==> src/rtl/sipo_frame_if.sv <==
// Bundles the serial input side and the registered word output of sipo_frame.
// The slave modport is the receiver; the master modport is whoever drives the
// serial lines and consumes words. r_parity_err_out exists only when
// SIPO_FRAME_PARITY_EN is defined.
interface sipo_frame_if #(
    parameter int WIDTH = 8,
    parameter int LANES = 1
);
    logic [LANES-1:0] data_in;
    logic             en_in;
    logic             frame_in;
    logic             clear_in;
    logic             ready_in;
    logic [WIDTH-1:0] r_data_out;
    logic             r_valid_out;
    logic             r_overrun_out;
`ifdef SIPO_FRAME_PARITY_EN
    logic             r_parity_err_out;

    modport master (
        output data_in, en_in, frame_in, clear_in, ready_in,
        input  r_data_out, r_valid_out, r_overrun_out, r_parity_err_out
    );
    modport slave (
        input  data_in, en_in, frame_in, clear_in, ready_in,
        output r_data_out, r_valid_out, r_overrun_out, r_parity_err_out
    );
`else
    modport master (
        output data_in, en_in, frame_in, clear_in, ready_in,
        input  r_data_out, r_valid_out, r_overrun_out
    );
    modport slave (
        input  data_in, en_in, frame_in, clear_in, ready_in,
        output r_data_out, r_valid_out, r_overrun_out
    );
`endif
endinterface

==> src/rtl/sipo_frame.sv <==
// Framed multi-lane serial-to-parallel receiver. Shifts LANES bits per beat
// (en_in && frame_in) and, after WIDTH/LANES beats, presents the word on a
// registered valid/ready slot with a sticky overrun flag.
// Optional macro SIPO_FRAME_PARITY_EN: each word takes one extra beat that
// carries an even-parity bit on data_in[0], reported as r_parity_err_out.
module sipo_frame #(
    parameter int WIDTH     = 8,
    parameter int LANES     = 1,
    parameter int MSB_FIRST = 0
) (
    input  logic        clk_in,
    input  logic        rst_n_in,
    sipo_frame_if.slave sif
);
    localparam int BEATS = WIDTH / LANES;
    localparam int CNT_W = $clog2(BEATS + 1);
`ifdef SIPO_FRAME_PARITY_EN
    localparam int LAST_BEAT = BEATS;
`else
    localparam int LAST_BEAT = BEATS - 1;
`endif

    if ((WIDTH % LANES) != 0) begin : g_param_check
        $error("sipo_frame: WIDTH must be a multiple of LANES");
    end

    logic [WIDTH-1:0] sreg_q, sreg_d, shifted;
    logic [CNT_W-1:0] cnt_q, cnt_d;
    logic [WIDTH-1:0] data_q, data_d;
    logic             valid_q, valid_d;
    logic             ovr_q, ovr_d;
    logic             slot_free;
`ifdef SIPO_FRAME_PARITY_EN
    logic             perr_q, perr_d;
`endif

    // Shift-register next value: new lanes enter at the top (LSB-first) or bottom (MSB-first)
    if (LANES >= WIDTH) begin : g_shift_full
        logic unused_sreg;
        assign unused_sreg = ^sreg_q;
        assign shifted     = sif.data_in;
    end else if (MSB_FIRST != 0) begin : g_shift_msb
        logic unused_top;
        assign unused_top = ^sreg_q[WIDTH-1:WIDTH-LANES];
        assign shifted    = {sreg_q[WIDTH-LANES-1:0], sif.data_in};
    end else begin : g_shift_lsb
        logic unused_bot;
        assign unused_bot = ^sreg_q[LANES-1:0];
        assign shifted    = {sif.data_in, sreg_q[WIDTH-1:LANES]};
    end

    // Beat counting, word completion and output-slot handshake
    always_comb begin
        sreg_d    = sreg_q;
        cnt_d     = cnt_q;
        data_d    = data_q;
        valid_d   = valid_q;
        ovr_d     = ovr_q;
`ifdef SIPO_FRAME_PARITY_EN
        perr_d    = perr_q;
`endif
        slot_free = !valid_q || sif.ready_in;

        if (valid_q && sif.ready_in) begin
            valid_d = 1'b0;
        end
        if (sif.clear_in) begin
            ovr_d = 1'b0;
        end

        if (!sif.frame_in) begin
            cnt_d = '0;
        end else if (sif.en_in) begin
            if (cnt_q == CNT_W'(LAST_BEAT)) begin
                cnt_d = '0;
                if (slot_free) begin
                    valid_d = 1'b1;
`ifdef SIPO_FRAME_PARITY_EN
                    // The word is already complete; this beat only carries parity.
                    data_d  = sreg_q;
                    perr_d  = (^sreg_q) ^ sif.data_in[0];
`else
                    data_d  = shifted;
`endif
                end else begin
                    // Set wins over a simultaneous clear.
                    ovr_d = 1'b1;
                end
`ifndef SIPO_FRAME_PARITY_EN
                sreg_d = shifted;
`endif
            end else begin
                cnt_d  = cnt_q + 1'b1;
                sreg_d = shifted;
            end
        end
    end

    // State registers with synchronous active-low reset
    always_ff @(posedge clk_in) begin
        if (!rst_n_in) begin
            sreg_q  <= '0;
            cnt_q   <= '0;
            data_q  <= '0;
            valid_q <= 1'b0;
            ovr_q   <= 1'b0;
`ifdef SIPO_FRAME_PARITY_EN
            perr_q  <= 1'b0;
`endif
        end else begin
            sreg_q  <= sreg_d;
            cnt_q   <= cnt_d;
            data_q  <= data_d;
            valid_q <= valid_d;
            ovr_q   <= ovr_d;
`ifdef SIPO_FRAME_PARITY_EN
            perr_q  <= perr_d;
`endif
        end
    end

    assign sif.r_data_out    = data_q;
    assign sif.r_valid_out   = valid_q;
    assign sif.r_overrun_out = ovr_q;
`ifdef SIPO_FRAME_PARITY_EN
    assign sif.r_parity_err_out = perr_q;
`endif
endmodule

==> src/flat_wrapper.sv <==
// flat-port wrapper written by rule: the top's interface ports become plain ports
module sipo_frame_flat 
#(
    parameter int WIDTH     = 8,
    parameter int LANES     = 1,
    parameter int MSB_FIRST = 0
)
  (clk_in, rst_n_in, sif_data_in, sif_en_in, sif_frame_in, sif_clear_in, sif_ready_in, sif_r_data_out, sif_r_valid_out, sif_r_overrun_out);
  sipo_frame_if #(.WIDTH(WIDTH), .LANES(LANES)) sif_i ();
  input  logic clk_in;
  input  logic rst_n_in;
  input wire logic [$bits(sif_i.data_in)-1:0] sif_data_in;
  input wire logic [$bits(sif_i.en_in)-1:0] sif_en_in;
  input wire logic [$bits(sif_i.frame_in)-1:0] sif_frame_in;
  input wire logic [$bits(sif_i.clear_in)-1:0] sif_clear_in;
  input wire logic [$bits(sif_i.ready_in)-1:0] sif_ready_in;
  output wire logic [$bits(sif_i.r_data_out)-1:0] sif_r_data_out;
  output wire logic [$bits(sif_i.r_valid_out)-1:0] sif_r_valid_out;
  output wire logic [$bits(sif_i.r_overrun_out)-1:0] sif_r_overrun_out;
  assign sif_i.data_in = sif_data_in;
  assign sif_i.en_in = sif_en_in;
  assign sif_i.frame_in = sif_frame_in;
  assign sif_i.clear_in = sif_clear_in;
  assign sif_i.ready_in = sif_ready_in;
  assign sif_r_data_out = sif_i.r_data_out;
  assign sif_r_valid_out = sif_i.r_valid_out;
  assign sif_r_overrun_out = sif_i.r_overrun_out;
  sipo_frame #(.WIDTH(WIDTH), .LANES(LANES), .MSB_FIRST(MSB_FIRST)) u_core (.clk_in(clk_in), .rst_n_in(rst_n_in), .sif(sif_i));
endmodule
==> config.mk <==
export PLATFORM = sky130hd
export DESIGN_NAME = sipo_frame_flat
export DESIGN_NICKNAME = d
export VERILOG_FILES = /design/src/rtl/sipo_frame_if.sv /design/src/rtl/sipo_frame.sv /design/src/flat_wrapper.sv
export SDC_FILE = /design/constraint.sdc
export NUM_CORES = 1
export LEC_CHECK = 0
export CAP_MARGIN = 20
export CORE_MARGIN = 1
export CORE_UTILIZATION = 40
export DETAILED_ROUTE_END_ITERATION = 8
export GPL_TIMING_DRIVEN = 0
export PLACE_DENSITY = 0.65
export SLEW_MARGIN = 20
export SYNTH_ARGS = -nofsm -noshare
export SYNTH_HDL_FRONTEND = slang
export SYNTH_SLANG_ARGS = --single-unit
==> constraint.sdc <==
create_clock -name clk_in -period 1.44 [get_ports clk_in]
set_input_delay 0.36 -clock clk_in [delete_from_list [all_inputs] [get_ports clk_in]]
set_output_delay 0.36 -clock clk_in [all_outputs]
set_load 0.01 [all_outputs]
==> results.cfg <==
[drt]
dr.pass1.iters = 4
wl_per_cell_um = 11.4
ant_nets = 0
routed_wl_um = 1630
vias = 699
vias_per_cell = 4.89
drt_iter0_drc = 12
drcViolationCount = 0

[setup_path]
crit_path_start = u_core.cnt_q[1]
max_stage_delay_ns = 0.43
worst-path-stages = 5
timing.rr.end = u_core.sif.r_data_out[2]
path_max_fanout = 6
arrival_ns = 1.56
critPathBufInv = 1
worstSetupPathType = reg2reg
critPathCapture = u_core.sif.r_data_out[2]
critPathTopFamily = flip-flops
reg2reg_slack_ns = 0.12
crit_chain = ha_4 > nand3b_4 > nor3_4 > buf_4 > mux2i_1
r2r_start = u_core.cnt_q[1]
crit_slowest_cell = dfxtp_1
start_kind = flip-flop
ff2ff_path_depth = 5
worst_ep_required_time_ns = 1.68
cp-end-kind = flip-flop

[pwr]
internal_power_w = 0.000712
peakVddDrop_mv = 0.600
combPwrFrac = 0.060
power_frac_seq = 0.640
p_switching_w = 0.000208
clock_power_share = 0.299
switching_share = 0.226
total_power_w = 0.000919
p_leak_nw = 0.421
cellPowerDensity_nw_per_um2 = 843

[sta]
slew_viol_final = 0
hold_viol = 0
max_clock_freq_mhz = 756
worst_slack_ns = 0.117
grt_setup_unrepaired = no
worstMarginPinSlew_ns = 0.448
timing.hold.ws_ns = 0.380
slew_headroom = 0.702
fin_crit_sh = 0.919
finClkSkew_ns = 0.00109
finalCriticalPeriod_ns = 1.32
finalSetupViolCount = 0

[synth]
synthCells = 96
syn_area_um2 = 873
synth_nets = 104
seq_area_frac_synth = 0.481
ys_types = 23
avgSynthCellArea_um2 = 9.10
ys_warn_count = 0
synth_seq_cells = 21

[place]
globalplace.congestion = 0.667
dpl.cell_count = 137
io_buffer_count = 14
place_hpwl_um = 1220
post-place-ws_ns = -0.419

[cells_and_area]
layout.nets = 125
final_common_cell = nand2_1
fin_cells = 143
final_util = 0.545
final_cell_mix = 28 x nand2_1, 20 x dfxtp_1, 10 x dlygate4sd2_1
area_growth_pct = 24.9
antenna_cells = 0
drive_gt1_frac = 0.129

[floorplan]
rows = 16
dieHeight_um = 48.7
fp.dieW_um = 48.7
pin_count = 17
core_area_um2 = 2000
initial_utilization = 0.436
dieArea_um2 = 2370

[clock_tree]
cts_num_sinks = 21
cts_buffer_depth = 2
cts_tree = yes
numCtsBuffers = 3
htreeDepth = 1
cts-root-buf = clkbuf_4
postCtsHoldBufs = 0
clk_latency_ns = 0.30
clk_pin_slew_ns = 0.11

[global_routing]
grt_first_pass_wirelength_um = 2730
grt_pass1_vias = 639
grt.overflow.total = 0
grt_max_degree = 13
grt_usage = 0.150
antenna_found_initial = 0

[job]
cap_violations = 0

[run_status]
status = completed

[worst_hold_path]
hp-class = in2reg
-- per-stage QoR --
stage                     cell area, um^2  setup TNS (ns)
after floorplan                       873               0
after global placement               1050           -3.43
after detailed placement             1050           -4.04
after CTS                            1080               0
after global routing                 1090               0
final                                1090               0
-- state kept, by name (all words and copies together) (netlist names) --
name and flops:
u_core.sif.r_valid_out 1, u_core.cnt_q 4, u_core.sif.r_data_out 8, u_core.sreg_q 7
u_core.sif.r_overrun_out 1
-- worst reg2reg max path, cell delays in order, from the launching register on --
cell and delay (ns):
dfxtp_1 0.43, ha_4 0.19, nand3b_4 0.09, nor3_4 0.17
buf_4 0.20, mux2i_1 0.19
-- timing repair --
| action | in CTS | in global routing |
|---|---|---|
| endpoints found under the setup margin | 18 | 8 |
| pin swaps | 1 | 0 |
| gates resized for setup | 10 | 3 |
| buffers inserted | 2 | 0 |
-- power by group through the flow --
stage	Combinational, W	Sequential [W]	Clock, W
final	0.0000552	0.000589	0.000275
after detailed placement	0.0000552	0.000601	0
after CTS	0.0000553	0.000588	0.000288
after global routing	0.0000608	0.000589	0.000315
after global placement	0.0000535	0.000600	0
after floorplan	0.0000327	0.000600	0
-- per-layer routing --
metal,wire [um],track usage,part of all wire,vias to the layer above
li1,-,-,-,360
met1,723,0.172,0.44,324
met2,836,0.271,0.51,13
met4,10,0.0294,0.0061,0
met3,57,0.0472,0.035,2
met5,0,0,0,-
-- how the worst min path moves through the flow --
| stage | startpoint | to | depth (start not counted) |
|---|---|---|---|
| after floorplan | u_core.sreg_q[1] | u_core.sif.r_data_out[0] | 2 |
| after global placement | u_core.sif.r_data_out[6] | u_core.sif.r_data_out[6] | 2 |
| after detailed placement | u_core.sif.r_data_out[5] | u_core.sif.r_data_out[5] | 2 |
| after CTS | rst_n_in | u_core.sif.r_data_out[6] | 3 |
| after global routing | rst_n_in | u_core.sif.r_data_out[6] | 3 |
| final | rst_n_in | u_core.sif.r_data_out[6] | 3 |
-- final cells by class --
cell class	instances	area [um^2]
Timing Repair Buffer	16	143
Clock inverter	1	5.00
Multi-Input combinational cell	70	440
Buffer	5	25.0
Sequential cell	21	422
Fill cell	196	911
Tap cell	27	33.8
Clock buffer	3	22.5
-- cell usage after synthesis --
cell type  number  area share
nor3_4          1       0.019
ha_1            1       0.014
a31o_2          1       0.010
clkbuf_1        1      0.0043
dfxtp_1        21        0.48
nor2b_1         1      0.0072
buf_4           1      0.0086
a21oi_1         2       0.011
mux2i_1         9        0.10
nand2_2         1      0.0072
or3_1           1      0.0072
o21a_1          1      0.0086
nor2_1          4       0.017
nand3b_1        2       0.017
buf_2           2       0.011
buf_1           1      0.0043
a21boi_0        7       0.060
nand4_1         1      0.0072
nand2_1        28        0.12
nand3b_4        1       0.023
xor2_1          1       0.010
nand2b_1        1      0.0072
nand3_1         7       0.040
-- cell families after synthesis --
group                    share of synthesized area
XOR/XNOR                                    0.0100
flip-flops                                   0.481
adder cells (fa/ha/maj)                     0.0143
AO/OA/AOI/OAI                               0.0903
multiplexers                                 0.103
AND/OR/NAND/NOR                              0.272
buffers and inverters                       0.0286
(Power assumes the default switching activity.)
